===== config.mk =====
export PLATFORM = sky130hd
export DESIGN_NAME = bcd_score_counter
export DESIGN_NICKNAME = d
export VERILOG_FILES = /design/src/rtl/bcd_score_counter.sv
export SDC_FILE = /design/constraint.sdc
export NUM_CORES = 1
export LEC_CHECK = 0
export ABC_AREA = 1
export CAP_MARGIN = 5
export CORE_MARGIN = 1.5
export CORE_UTILIZATION = 25
export CTS_BUF_LIST = sky130_fd_sc_hd__clkbuf_8
export DETAILED_ROUTE_END_ITERATION = 10
export HOLD_SLACK_MARGIN = 0.03
export PLACE_DENSITY = 0.58
export SLEW_MARGIN = 20
export SYNTH_ARGS = -nofsm -noshare
export SYNTH_HDL_FRONTEND = slang
export SYNTH_SLANG_ARGS = --single-unit

===== constraint.sdc =====
create_clock -name clk -period 8.6 [get_ports clk]
set_input_delay 1.72 -clock clk [delete_from_list [all_inputs] [get_ports clk]]
set_output_delay 1.72 -clock clk [all_outputs]
set_load 0.02 [all_outputs]

===== src/rtl/bcd_score_counter.sv =====
// bcd_score_counter: enable-driven BCD score adder with saturate/wrap overflow.
// Define SCORE_HISCORE_EN to build the high-score latch; otherwise hiscore/new_hi read 0.
module bcd_score_counter #(
   parameter int DIGITS   = 6,
   parameter bit SATURATE = 1'b1
) (
   input  logic                  clk,
   input  logic                  reset,
   input  logic                  tick,
   input  logic [3:0]            step,
   input  logic                  state,
   input  logic                  clear,
   output logic [4*DIGITS-1:0]   score,
   output logic                  overflow,
   output logic [4*DIGITS-1:0]   hiscore,
   output logic                  new_hi
);
   logic [3:0]          step_c;
   logic [4*DIGITS-1:0] sum_n;
   logic [4:0]          s;
   logic                carry;
   assign step_c = (step > 4'd9) ? 4'd9 : step;
   // Single-cycle ripple: digit0 takes the step, every higher digit takes the carry.
   always_comb begin
      carry = 1'b0;
      sum_n = '0;
      s     = '0;
      for (int i = 0; i < DIGITS; i++) begin
         s     = {1'b0, score[4*i +: 4]} + ((i == 0) ? {1'b0, step_c} : {4'b0, carry});
         carry = s > 5'd9;
         sum_n[4*i +: 4] = carry ? s[3:0] - 4'd10 : s[3:0];
      end
   end
   always_ff @(posedge clk or posedge reset) begin
      if (reset) begin
         score    <= '0;
         overflow <= 1'b0;
      end else if (clear) begin
         score    <= '0;
         overflow <= 1'b0;
      end else if (!state && tick) begin
         score <= (carry && SATURATE) ? {DIGITS{4'h9}} : sum_n;
         if (carry) overflow <= 1'b1;
      end
   end
`ifdef SCORE_HISCORE_EN
   logic state_q;
   // Valid BCD orders the same as plain binary, so a vector compare is MSD-first.
   always_ff @(posedge clk or posedge reset) begin
      if (reset) begin
         state_q <= 1'b0;
         hiscore <= '0;
         new_hi  <= 1'b0;
      end else begin
         state_q <= state;
         new_hi  <= 1'b0;
         if (state && !state_q && score > hiscore) begin
            hiscore <= score;
            new_hi  <= 1'b1;
         end
      end
   end
`else
   assign hiscore = '0;
   assign new_hi  = 1'b0;
`endif
endmodule


## Word level (Yosys, flattened, before mapping)

Cells that the tools add are included.

| word-level totals | value |
|---|---|
| word-level logic and storage cells | 37 |
| flip-flop bits (word level) | 25 |
| memories kept | 0 |
| memory bits (writable) | 0 |
| bits in latches | 0 |
| bits of input ports | 9 |
| memory bits (read-only) | 0 |
| output and inout port bits | 50 |

| operators by class | value |
|---|---|
| $add $sub $neg | 11 |
| multiplexer cells | 12 |
| $mul | 0 |
| eq/ne operators | 0 |
| shifts and indexed selects | 0 |
| reduce and logical (&&, ||, !) cells | 5 |
| bitwise operators | 0 |
| div/mod/pow operators | 0 |
| order comparisons | 7 |

Operators by type and width:

| cell | number |
|---|---|
| $mux 24 | 3 |
| $gt 5x4->1 const B | 6 |
| $add 4x1->5 | 5 |
| $mux 4 | 6 |
| $sub 4x4->4 const B | 5 |
| $add 4x4->5 | 1 |
| $gt 4x4->1 const B | 1 |
| $reduce_bool 2->1 | 2 |
| $mux 1 | 3 |
| $reduce_and 2->1 | 1 |
| $logic_and 1x1->1 | 1 |
| $logic_not 1->1 | 1 |

## Depth between registers and ports, before layout

Gate-level depths: netlist of run 1.

| depth | value |
|---|---|
| depth in word-level cells | 17 |
| depth in mapped cells | 45 |
| mapped depth without buffers | 44 |

## Least setup slack after synthesis of run 1

Ideal clock, no wire load.

| timing path | value |
|---|---|
| path kind | input port to flip-flop |
| start | in step[2] |
| end | reg score[10] |
| library setup time | 0.065 ns |
| arrival time | 7.572 ns |
| slack | 0.963 ns |
| cell stages on the path | 43 |
| cells stage by stage | o21ai_0 -> nand2_1 -> ha_1 -> inv_1 -> fa_1 -> or2_2 -> nand3_1 -> nand3_1 -> nand2_1 -> ha_1 -> ha_1 -> xnor2_1 -> nand2_1 -> nand2_1 -> nand2_1 -> ha_1 -> ha_1 -> xnor2_1 -> [... 7 more ...] -> nand2_1 -> nand2_1 -> ha_1 -> ha_1 -> xnor2_1 -> nand2_1 -> nand2_1 -> nand2_1 -> ha_1 -> ha_1 -> a21oi_1 -> nand2_1 -> nand2_2 -> nand2_2 -> inv_2 -> buf_6 -> nand3_2 -> nand2_2 |

| on the way | value |
|---|---|
| cells in the longest elaborated chain, start to end | 17 |
| elaborated cells between the ends (all ways) | 19 |
| classes of those cells | add/sub: 7; order compare: 7; mux: 5 |

Ends and longest elaborated chain:

| element | line | RTL |
|---|---|---|
| start: declaration | 10 | `input logic [3:0] step,` |
| $gt 4x4->1 | 22 | `assign step_c = (step > 4'd9) ? 4'd9 : step;` |
| $mux 4 (*) | 22 |  |
| $add 4x4->5 (*) | 29 | `s = {1'b0, score[4*i +: 4]} + ((i == 0) ? {1'b0, step_c} : {4'b0, carry});` |
| $gt 5x4->1 (*) | 30 | `carry = s > 5'd9;` |
| $add 4x1->5 (*) | 29 |  |
| $gt 5x4->1 (*) | 30 |  |
| $add 4x1->5 (*) | 29 |  |
| $gt 5x4->1 | 30 |  |
| $add 4x1->5 | 29 |  |
| $gt 5x4->1 | 30 |  |
| $add 4x1->5 | 29 |  |
| $gt 5x4->1 | 30 |  |
| $add 4x1->5 | 29 |  |
| $gt 5x4->1 | 30 |  |
| $mux 24 (*) | 42 | `score <= (carry && SATURATE) ? {DIGITS{4'h9}} : sum_n;` |
| $mux 24 (*) | 41 | `end else if (!state && tick) begin` |
| $mux 24 (*) | 38 | `end else if (clear) begin` |
| end signal: assignment | 42 |  |
| end: declaration | 13 | `output logic [4*DIGITS-1:0] score,` |

Mark *: on every way between the ends. The rest lies on a longest branch, timed or not. The select of a mux whose other input is x is not followed.
A chain may end at the register's enable or synchronous reset.

## Worst setup path after layout of run 1

| timing path | value |
|---|---|
| start | in step[3] |
| end | reg score[17] |

| on the way | value |
|---|---|
| cells in the longest elaborated chain, start to end | 17 |
| elaborated cells between the ends (all ways) | 19 |
| classes of those cells | add/sub: 7; order compare: 7; mux: 5 |

Ends and longest elaborated chain:

| element | line |
|---|---|
| $gt 4x4->1 | 22 |
| $mux 4 (*) | 22 |
| $add 4x4->5 (*) | 29 |
| $gt 5x4->1 (*) | 30 |
| $add 4x1->5 (*) | 29 |
| $gt 5x4->1 (*) | 30 |
| $add 4x1->5 (*) | 29 |
| $gt 5x4->1 (*) | 30 |
| $add 4x1->5 (*) | 29 |
| $gt 5x4->1 (*) | 30 |
| $add 4x1->5 (*) | 29 |
| $gt 5x4->1 | 30 |
| $add 4x1->5 | 29 |
| $gt 5x4->1 | 30 |
| $mux 24 (*) | 42 |
| $mux 24 (*) | 41 |
| $mux 24 (*) | 38 |

Marked as above.

==> impl_metrics.yaml, run 1 <==
detailed_routing:
  remaining_drc_errors: 0
  drtIter0Drc: 100
  drtPass1Iterations: 4
  vias: 1743
  wire_per_inst_um: 10.60
  routed_via_density: 4.241
  final_antenna_net_count: 0
  routed_wl_mm: 4.357
setup_path:
  rrSetupSlack_ns: 2.33
  reg2reg_from: "score[0]"
  crit_fanout: 4
  worst-path-buf-inv: 4
  path_depth: 44
  critPathArrivalTime_ns: 8.16
  slowest_stage: "clkdlybuf4s50_1"
  reg2reg_depth: 41
  cp-end-kind: "register"
  crit_type: "input pin to register"
  crit_family: "adder cells"
  cpMostUsedCell: "nand2_1"
  cp_slowest_stage_delay_ns: 0.50
  worstPathRequired_ns: 8.81
  start_kind: "input pin"
  r2r-end: "score[17]"
grt:
  grt_pass1_wl_mm: 7.514
  overflow: 0
  grt_max_degree: 26
  antenna_found_initial: 0
  grt_usage: 0.1058
  grt_pass1_vias: 1653
timing:
  fin_worst_skew_ns: 0.008809
  fmax_mhz: 125.7
  timing.final.crit_share: 0.9248
  worst_slew_pin_slew_ns: 0.9712
  slew_headroom: 0.3485
  fin_crit_ns: 7.953
  report.final.slew_viol_count: 0
  hold_violations: 0
  rsz0062_at_grt: "no"
  setup_viol: 0
  tns_ns: 0
synth:
  synth.distinct_cells: 22
  ys_warn_count: 0
  ys_seq_area_frac: 0.3094
  synth-edff-count: 0
  async_reset_ff_frac: 1.000
  ys_seq_elements: 25
  synth.area.top_cells: "dfrtp_1, nand2_1, ha_1, buf_4, nand3_1"
  ys.flop_type: "dfrtp_1"
  synthesis.area_um2: 2022
  synth_area_per_cell_um2: 7.777
  netlist_instances: 260
  synth_top_area_frac: 0.3094
  synth.most_common_cell: "nand2_1"
  synth_commonest_cells: "nand2_1, nand3_1, buf_4, dfrtp_1, inv_1"
  yosys.area.top_type: "dfrtp_1"
floorplan:
  pin_count: 59
  die-area_um2: 8636
  die_h_um: 92.93
  std_cell_rows: 32
  fp.coreArea_um2: 7767
  initial_utilization: 0.2603
  die_w_um: 92.93
flow_run:
  drv_cap: 0
placed_design:
  port_buffers: 33
  gp_congestion: 0.8084
  dpl.hpwl_mm: 3.311
layout:
  drive_gt1_frac: 0.2071
  utilization: 0.3354
  area_growth_pct: 28.84
  antennaDiodeCount: 0
  nNetsFinal: 339
clocking:
  ctsHtreeMaxLevel: 1
  clock_path_buffers: 2
  cts_tree: "done"
  worstSkewPairLatency_ns: 0.27
  cts_buffers: 3
  clk_pin_slew_worst_paths_ns: 0.09
  root_buffer: "clkbuf_8"
  clkSinkCount: 25
  cts_hold_buf: 0
hold_path:
  min_to: "overflow"
  whs_path_depth: 2
  holdCritPathClass: "register to register"
  min_from: "overflow"
power:
  p_per_area_nw_per_um2: 97.38
  vdd_drop_max_v: 0.00006104
  power_mw: 0.2537
  p_leak_nw: 1.313
outcome:
  status: "complete, no violations"
==> report_power, final <==
group | switching [mW] | internal, mW | leakage (nW)
combinational | 0.0406 | 0.0209 | 0.938
sequential | 0.00219 | 0.120 | 0.348
clock | 0.0383 | 0.0320 | 0.0269
==> what timing repair did <==
action	CTS	global route
gates resized for setup	0	16
endpoints found under the setup margin	0	25
buffers inserted	0	1
==> flip-flops by register name, indices dropped and copies added, names as in the netlist <==
signal    cells
score        24
overflow      1
==> kinds of logic after synthesis <==
kind of cell / synth area share
simple gates: 0.3243
buf+inv: 0.1516
flops: 0.3094
fa+ha+maj: 0.1275
compound gates: 0.04641
xor+xnor: 0.03899
other cells: 0.001855
==> worst max path at each step <==
stage,from,endpoint
CTS,step[3],score[17]
global placement,step[3],score[21]
finish,step[3],score[17]
detailed placement,step[3],score[17]
floorplan,step[2],score[10]
global route,step[3],score[21]
==> tightest hold or removal path: cells and delay by family, from the launching register on <==
kind                   cells  cell delay [ns]
buffers and inverters      1             0.05
AOI/OAI and AO/OA          1             0.07
DFF                        1             0.39
==> area by class of cell <==
cell class	instances	area, µm²
fill	828	5162
multi-input combinational	205	1235
sequential	25	625.6
timing repair buffer	52	485.5
tap	102	127.6
inverter	23	86.33
clock buffer	3	41.29
clock inverter	1	3.754
==> metal layers <==
metal | vias up | wire [µm] | GRT usage
met4 | 0 | 25 | 0.01389
met3 | 4 | 169 | 0.02217
li1 | 890 | - | -
met1 | 804 | 2114 | 0.1421
met2 | 45 | 2048 | 0.1782
met5 | - | 0 | 0
==> placed cells by master (no fill, tap or decap) <==
cell type | netlist | layout
nor2_1 | 7 | 7
buf_12 | 0 | 1
inv_2 | 1 | 4
clkinv_1 | 0 | 1
o21ai_1 | 0 | 1
o21ai_2 | 1 | 1
or2_2 | 1 | 1
ha_2 | 0 | 3
nand2_2 | 13 | 16
o211ai_1 | 4 | 4
xnor2_1 | 9 | 5
buf_4 | 25 | 18
nor2_4 | 1 | 1
xnor2_2 | 0 | 4
clkdlybuf4s50_1 | 0 | 33
dfrtp_1 | 25 | 25
clkbuf_8 | 0 | 3
fa_1 | 1 | 1
ha_1 | 19 | 16
nand3_2 | 10 | 12
inv_1 | 22 | 19
a21oi_1 | 4 | 4
conb_1 | 1 | 25
nand3_1 | 35 | 33
nand2_1 | 68 | 65
o21ai_0 | 7 | 6
==> per-stage QoR <==
step                      instances  hold WS, ns  setup slack (ns)  instance area (µm²)
after floorplan                 284       0.6058            0.9634                 2112
after global placement          406       0.5175            0.2851                 2497
after detailed placement        406       0.5220            0.1084                 2497
after CTS                       410       0.5403            0.3725                 2542
after global routing            411       0.5572          0.008884                 2605
final                           411       0.5412            0.6469                 2605
(Power assumes the default switching activity.)
==> run 2, diff against run 1 <==
--- a/config.mk
+++ b/config.mk
@@ -8,11 +8,12 @@
 export ABC_AREA = 1
 export CAP_MARGIN = 5
 export CORE_MARGIN = 1.5
-export CORE_UTILIZATION = 25
+export CORE_UTILIZATION = 45
 export CTS_BUF_LIST = sky130_fd_sc_hd__clkbuf_8
 export DETAILED_ROUTE_END_ITERATION = 10
-export HOLD_SLACK_MARGIN = 0.03
-export PLACE_DENSITY = 0.58
+export HOLD_SLACK_MARGIN = 0.06
+export PLACE_DENSITY = 0.87
+export RECOVER_POWER = 50
 export SLEW_MARGIN = 20
 export SYNTH_ARGS = -nofsm -noshare
 export SYNTH_HDL_FRONTEND = slang
==> run 2 against run 1 <==
Die area shrank 43%. Cell count shrank 15%. Fmax shrank 1.8%. First-iteration DRC count shrank 15%. Total power grew 0.81%. Routed wire length shrank 6.6%. Clock power grew 4.3%. Critical path depth is the same. Design area shrank 5.0%. Worst hold slack lost 0.012 ns.
==> impl_metrics.yaml, run 2 (synthesis results as in run 1) <==
clocking:
  cts_buffers: 3
  clock_path_buffers: 2
  clk_pin_slew_worst_paths_ns: 0.09
  cts_tree: "done"
  clkSinkCount: 25
  cts_hold_buf: 0
  worstSkewPairLatency_ns: 0.27
  root_buffer: "clkbuf_8"
  ctsHtreeMaxLevel: 1
timing:
  slew_headroom: 0.3346
  fin_crit_ns: 8.100
  setup_viol: 0
  tns_ns: 0
  hold_violations: 0
  fin_worst_skew_ns: 0.002874
  report.final.slew_viol_count: 0
  worst_slew_pin_slew_ns: 0.9944
  fmax_mhz: 123.5
  timing.final.crit_share: 0.9418
grt:
  grt_usage: 0.1663
  overflow: 0
  grt_pass1_vias: 1574
  antenna_found_initial: 0
  grt_pass1_wl_mm: 6.755
  grt_max_degree: 26
power:
  p_per_area_nw_per_um2: 103.4
  p_leak_nw: 1.290
  vdd_drop_max_v: 0.00005300
setup_path:
  cp_slowest_stage_delay_ns: 0.50
  r2r-end: "score[21]"
  start_kind: "input pin"
  critPathArrivalTime_ns: 8.30
  crit_family: "adder cells"
  reg2reg_depth: 41
  reg2reg_from: "score[0]"
  cp-end-kind: "register"
  worstPathRequired_ns: 8.80
  crit_fanout: 11
  slowest_stage: "clkdlybuf4s50_1"
  worst-path-buf-inv: 4
  rrSetupSlack_ns: 2.16
  cpMostUsedCell: "nand2_1"
  crit_type: "input pin to register"
detailed_routing:
  drtIter0Drc: 85
  routed_wl_mm: 4.070
  drtPass1Iterations: 4
  final_antenna_net_count: 0
  routed_via_density: 4.940
  remaining_drc_errors: 0
  wire_per_inst_um: 11.63
  vias: 1729
layout:
  largest_reg_flops: 24
  utilization: 0.5720
  regMostFlops: "score"
  n_fill_cell: 402
  layout_commonest_cell: "nand2_1"
  final_cell_mix: "nand2_1, nand3_1, conb_1, dfrtp_1, clkdlybuf4s50_1"
  drive_gt1_frac: 0.1980
  largestRegisters: "score x24, overflow x1"
  nNetsFinal: 328
  area_growth_pct: 22.34
  antennaDiodeCount: 0
floorplan:
  fp.coreArea_um2: 4324
  std_cell_rows: 24
  die_w_um: 70.03
  pin_count: 59
  die_h_um: 70.03
  initial_utilization: 0.4676
  die-area_um2: 4904
outcome:
  status: "complete, no violations"
placed_design:
  gp_congestion: 0.8145
  port_buffers: 33
  dpl.hpwl_mm: 3.022
hold_path:
  min_from: "overflow"
  holdCritPathClass: "register to register"
  min_to: "overflow"
  whs_path_depth: 2
flow_run:
  drv_cap: 0
## run 2: power by group
part | internal, mW | switching (mW)
sequential | 0.120 | 0.00216
clock | 0.0329 | 0.0404
combinational | 0.0200 | 0.0406
## run 2: what timing repair did
action                     CTS  global route
setup buffers                0             1
setup endpoints to repair    0            25
resized for setup            0            21
## run 2: worst max path at each step
| stage | startpoint | end | slack [ns] | cells after the start |
|---|---|---|---|---|
| global route | step[3] | score[21] | -0.03 | 44 |
| finish | step[3] | score[21] | 0.50 | 44 |
| global placement | step[3] | score[10] | 0.13 | 44 |
| CTS | step[3] | score[21] | 0.09 | 43 |
| detailed placement | step[3] | score[21] | -0.19 | 43 |
| floorplan | step[2] | score[10] | 0.96 | 43 |
## run 2: layer usage
layer  wire [µm]  track usage
met5           0            0
met4          51      0.04915
met3         165      0.01587
met2        1970       0.2794
met1        1882       0.2278
## run 2: worst register-to-register path, delay by kind of cell (launching register included)
kind | cells | cell delay (ns)
simple gates | 20 | 2.02
fa+ha+maj | 12 | 2.67
xor+xnor | 5 | 0.87
compound gates | 1 | 0.07
buf+inv | 3 | 0.31
flops | 1 | 0.43
## run 2: area by class of cell
class / instances / area (µm²) / area share
Clock buffer: 3 / 41.29 / 0.01669
Clock inverter: 1 / 7.507 / 0.003035
Inverter: 23 / 86.33 / 0.03490
Multi-Input combinational cell: 205 / 1245 / 0.5033
Sequential cell: 25 / 625.6 / 0.2529
Tap cell: 52 / 65.06 / 0.02630
Timing Repair Buffer: 41 / 402.9 / 0.1629
## run 2: per-stage QoR
| step | instances | total power, mW | cell area (µm²) | hold WS (ns) | worst slack (ns) |
|---|---|---|---|---|---|
| final | 350 | 0.2557 | 2474 | 0.5290 | 0.5004 |
| after global routing | 350 | 0.2706 | 2474 | 0.5749 | -0.03441 |
| after global placement | 345 | 0.1812 | 2352 | 0.5171 | 0.1264 |
| after detailed placement | 345 | 0.1831 | 2352 | 0.5220 | -0.1876 |
| after CTS | 349 | 0.2559 | 2401 | 0.5362 | 0.09126 |
| after floorplan | 284 | 0.1749 | 2112 | 0.6058 | 0.9634 |
==> run 3, diff against run 2 <==
--- a/config.mk
+++ b/config.mk
@@ -8,11 +8,11 @@
 export ABC_AREA = 1
 export CAP_MARGIN = 5
 export CORE_MARGIN = 1.5
-export CORE_UTILIZATION = 45
+export CORE_UTILIZATION = 40
 export CTS_BUF_LIST = sky130_fd_sc_hd__clkbuf_8
 export DETAILED_ROUTE_END_ITERATION = 10
 export HOLD_SLACK_MARGIN = 0.06
-export PLACE_DENSITY = 0.87
+export PLACE_DENSITY = 0.79
 export RECOVER_POWER = 50
 export SLEW_MARGIN = 20
 export SYNTH_ARGS = -nofsm -noshare
==> run 3 against run 2 <==
Worst hold slack lost 0.0082 ns. Register-to-register slack gained 0.09 ns. Global-route usage shrank 1.4 points. First-iteration DRC count shrank 21%. Largest power group unchanged. Clock skew grew 0.00080 ns. Combinational power shrank 2%.
==> impl_metrics.yaml, run 3 (synthesis results as in run 1) <==
detailed_routing:
  drtPass1Iterations: 4
  wire_per_inst_um: 11.08
  final_antenna_net_count: 0
  drtIter0Drc: 67
  vias: 1717
  remaining_drc_errors: 0
  routed_via_density: 4.653
  routed_wl_mm: 4.088
floorplan:
  die_w_um: 74.10
  std_cell_rows: 25
  die-area_um2: 5490
  fp.coreArea_um2: 4786
  die_h_um: 74.10
  initial_utilization: 0.4225
  pin_count: 59
clocking:
  cts_buffers: 3
  worstSkewPairLatency_ns: 0.27
  cts_tree: "done"
  clkSinkCount: 25
  root_buffer: "clkbuf_8"
  clk_pin_slew_worst_paths_ns: 0.09
  cts-resized-gates: 0
  post_cts_buffers: 0
  ctsHtreeMaxLevel: 1
  clock_path_buffers: 2
  cts_hold_buf: 0
power:
  p_leak_nw: 1.318
  p_clk_frac: 0.286
  p_int_mw: 0.1712
  combPwrFrac: 0.234
  net-switching-power_mw: 0.08244
  swShare: 0.3250
  p_per_area_nw_per_um2: 100.7
  power_frac_seq: 0.480
  vdd_drop_max_v: 0.0001045
flow_run:
  drv_cap: 0
setup_path:
  critPathArrivalTime_ns: 8.31
  worstPathRequired_ns: 8.82
  slowest_stage: "clkdlybuf4s50_1"
  reg2reg_depth: 40
  cpMostUsedCell: "nand2_1"
  worst-path-buf-inv: 4
  crit_family: "adder cells"
  cp-end-kind: "register"
  crit_type: "input pin to register"
  start_kind: "input pin"
  crit_fanout: 5
  cp_slowest_stage_delay_ns: 0.49
  path_depth: 43
placed_design:
  post-place-ws_ns: -0.1160
  dp.cells: 364
  port_buffers: 33
  dpl.hpwl_mm: 2.975
  placed_area_um2: 2389
  gp_congestion: 0.9009
timing:
  fin_worst_skew_ns: 0.003670
  timing.final.crit_share: 0.9406
  hold_violations: 0
  setup_viol: 0
  setup_slack_ns: 0.5111
  fin_crit_ns: 8.089
  fmax_mhz: 123.6
  slew_headroom: 0.2533
  worst_slew_pin_slew_ns: 1.116
  report.final.slew_viol_count: 0
layout:
  drive_gt1_frac: 0.1921
  final_design_area_no_fill_um2: 2519
  largestRegisters: "score x24, overflow x1"
  layout_commonest_cell: "nand2_1"
  nNetsFinal: 332
  antennaDiodeCount: 0
  final_cell_mix: "nand2_1, nand3_1, conb_1, dfrtp_1, clkdlybuf4s50_1"
  finalNonFillerCells: 369
  area_growth_pct: 24.57
  largest_reg_flops: 24
  regMostFlops: "score"
hold_path:
  whs_path_depth: 2
  holdCritPathClass: "register to register"
grt:
  antenna_found_initial: 0
  grt_pass1_wl_mm: 6.651
  grt_usage: 0.1528
  grt_pass1_vias: 1543
  overflow: 0
  grt_max_degree: 26
outcome:
  status: "complete, no violations"
-- run 3: worst min-delay path: cells and delay by family (launching register included) --
family | cells | cell delay [ns]
AOI/OAI and AO/OA | 1 | 0.06
buffers and inverters | 1 | 0.05
DFF | 1 | 0.38
-- run 3: layer usage --
layer	up-vias	global-route usage	part of all wire
li1	875	-	-
met1	791	0.2007	0.45
met2	49	0.2649	0.49
met3	2	0.03117	0.055
met4	0	0.02263	0.0027
met5	-	0	0
-- run 3: path summary, 6_finish.rpt --
check / startpoint / endpoint / slack [ns]
setup / recovery: step[3] / score[18] / 0.51
min in group asynchronous: reset / score[6] / 1.97
setup reg to reg: score[0] / score[18] / 2.25
hold reg to reg: overflow / overflow / 0.52
hold / removal: overflow / overflow / 0.52
max in group asynchronous: reset / score[0] / 6.21
-- run 3: stage by stage --
step	total power [mW]	hold WS (ns)	setup TNS (ns)	util
after floorplan	0.1749	0.6058	0	-
after global placement	0.1806	0.5108	0	0.4991
after detailed placement	0.1816	0.5143	-1.193	0.4991
after CTS	0.2545	0.5309	0	0.5088
after global routing	0.2682	0.5451	-0.2287	0.5263
final	0.2536	0.5209	0	0.5263
-- run 3: area by class of cell --
type | count | area [µm²]
Fill cell | 475 | 2267
Multi-Input combinational cell | 205 | 1247
Clock inverter | 1 | 5.005
Timing Repair Buffer | 44 | 412.9
Timing Repair inverter | 1 | 8.758
Sequential cell | 25 | 625.6
Inverter | 23 | 93.84
Tap cell | 67 | 83.83
Clock buffer | 3 | 41.29
-- run 3: power groups by stage --
stage | Combinational [mW] | Clock, mW | Sequential (mW)
after floorplan | 0.0482 | 0 | 0.127
after global placement | 0.0565 | 0 | 0.124
after detailed placement | 0.0574 | 0 | 0.124
after CTS | 0.0577 | 0.0749 | 0.122
after global routing | 0.0677 | 0.0782 | 0.122
final | 0.0594 | 0.0724 | 0.122
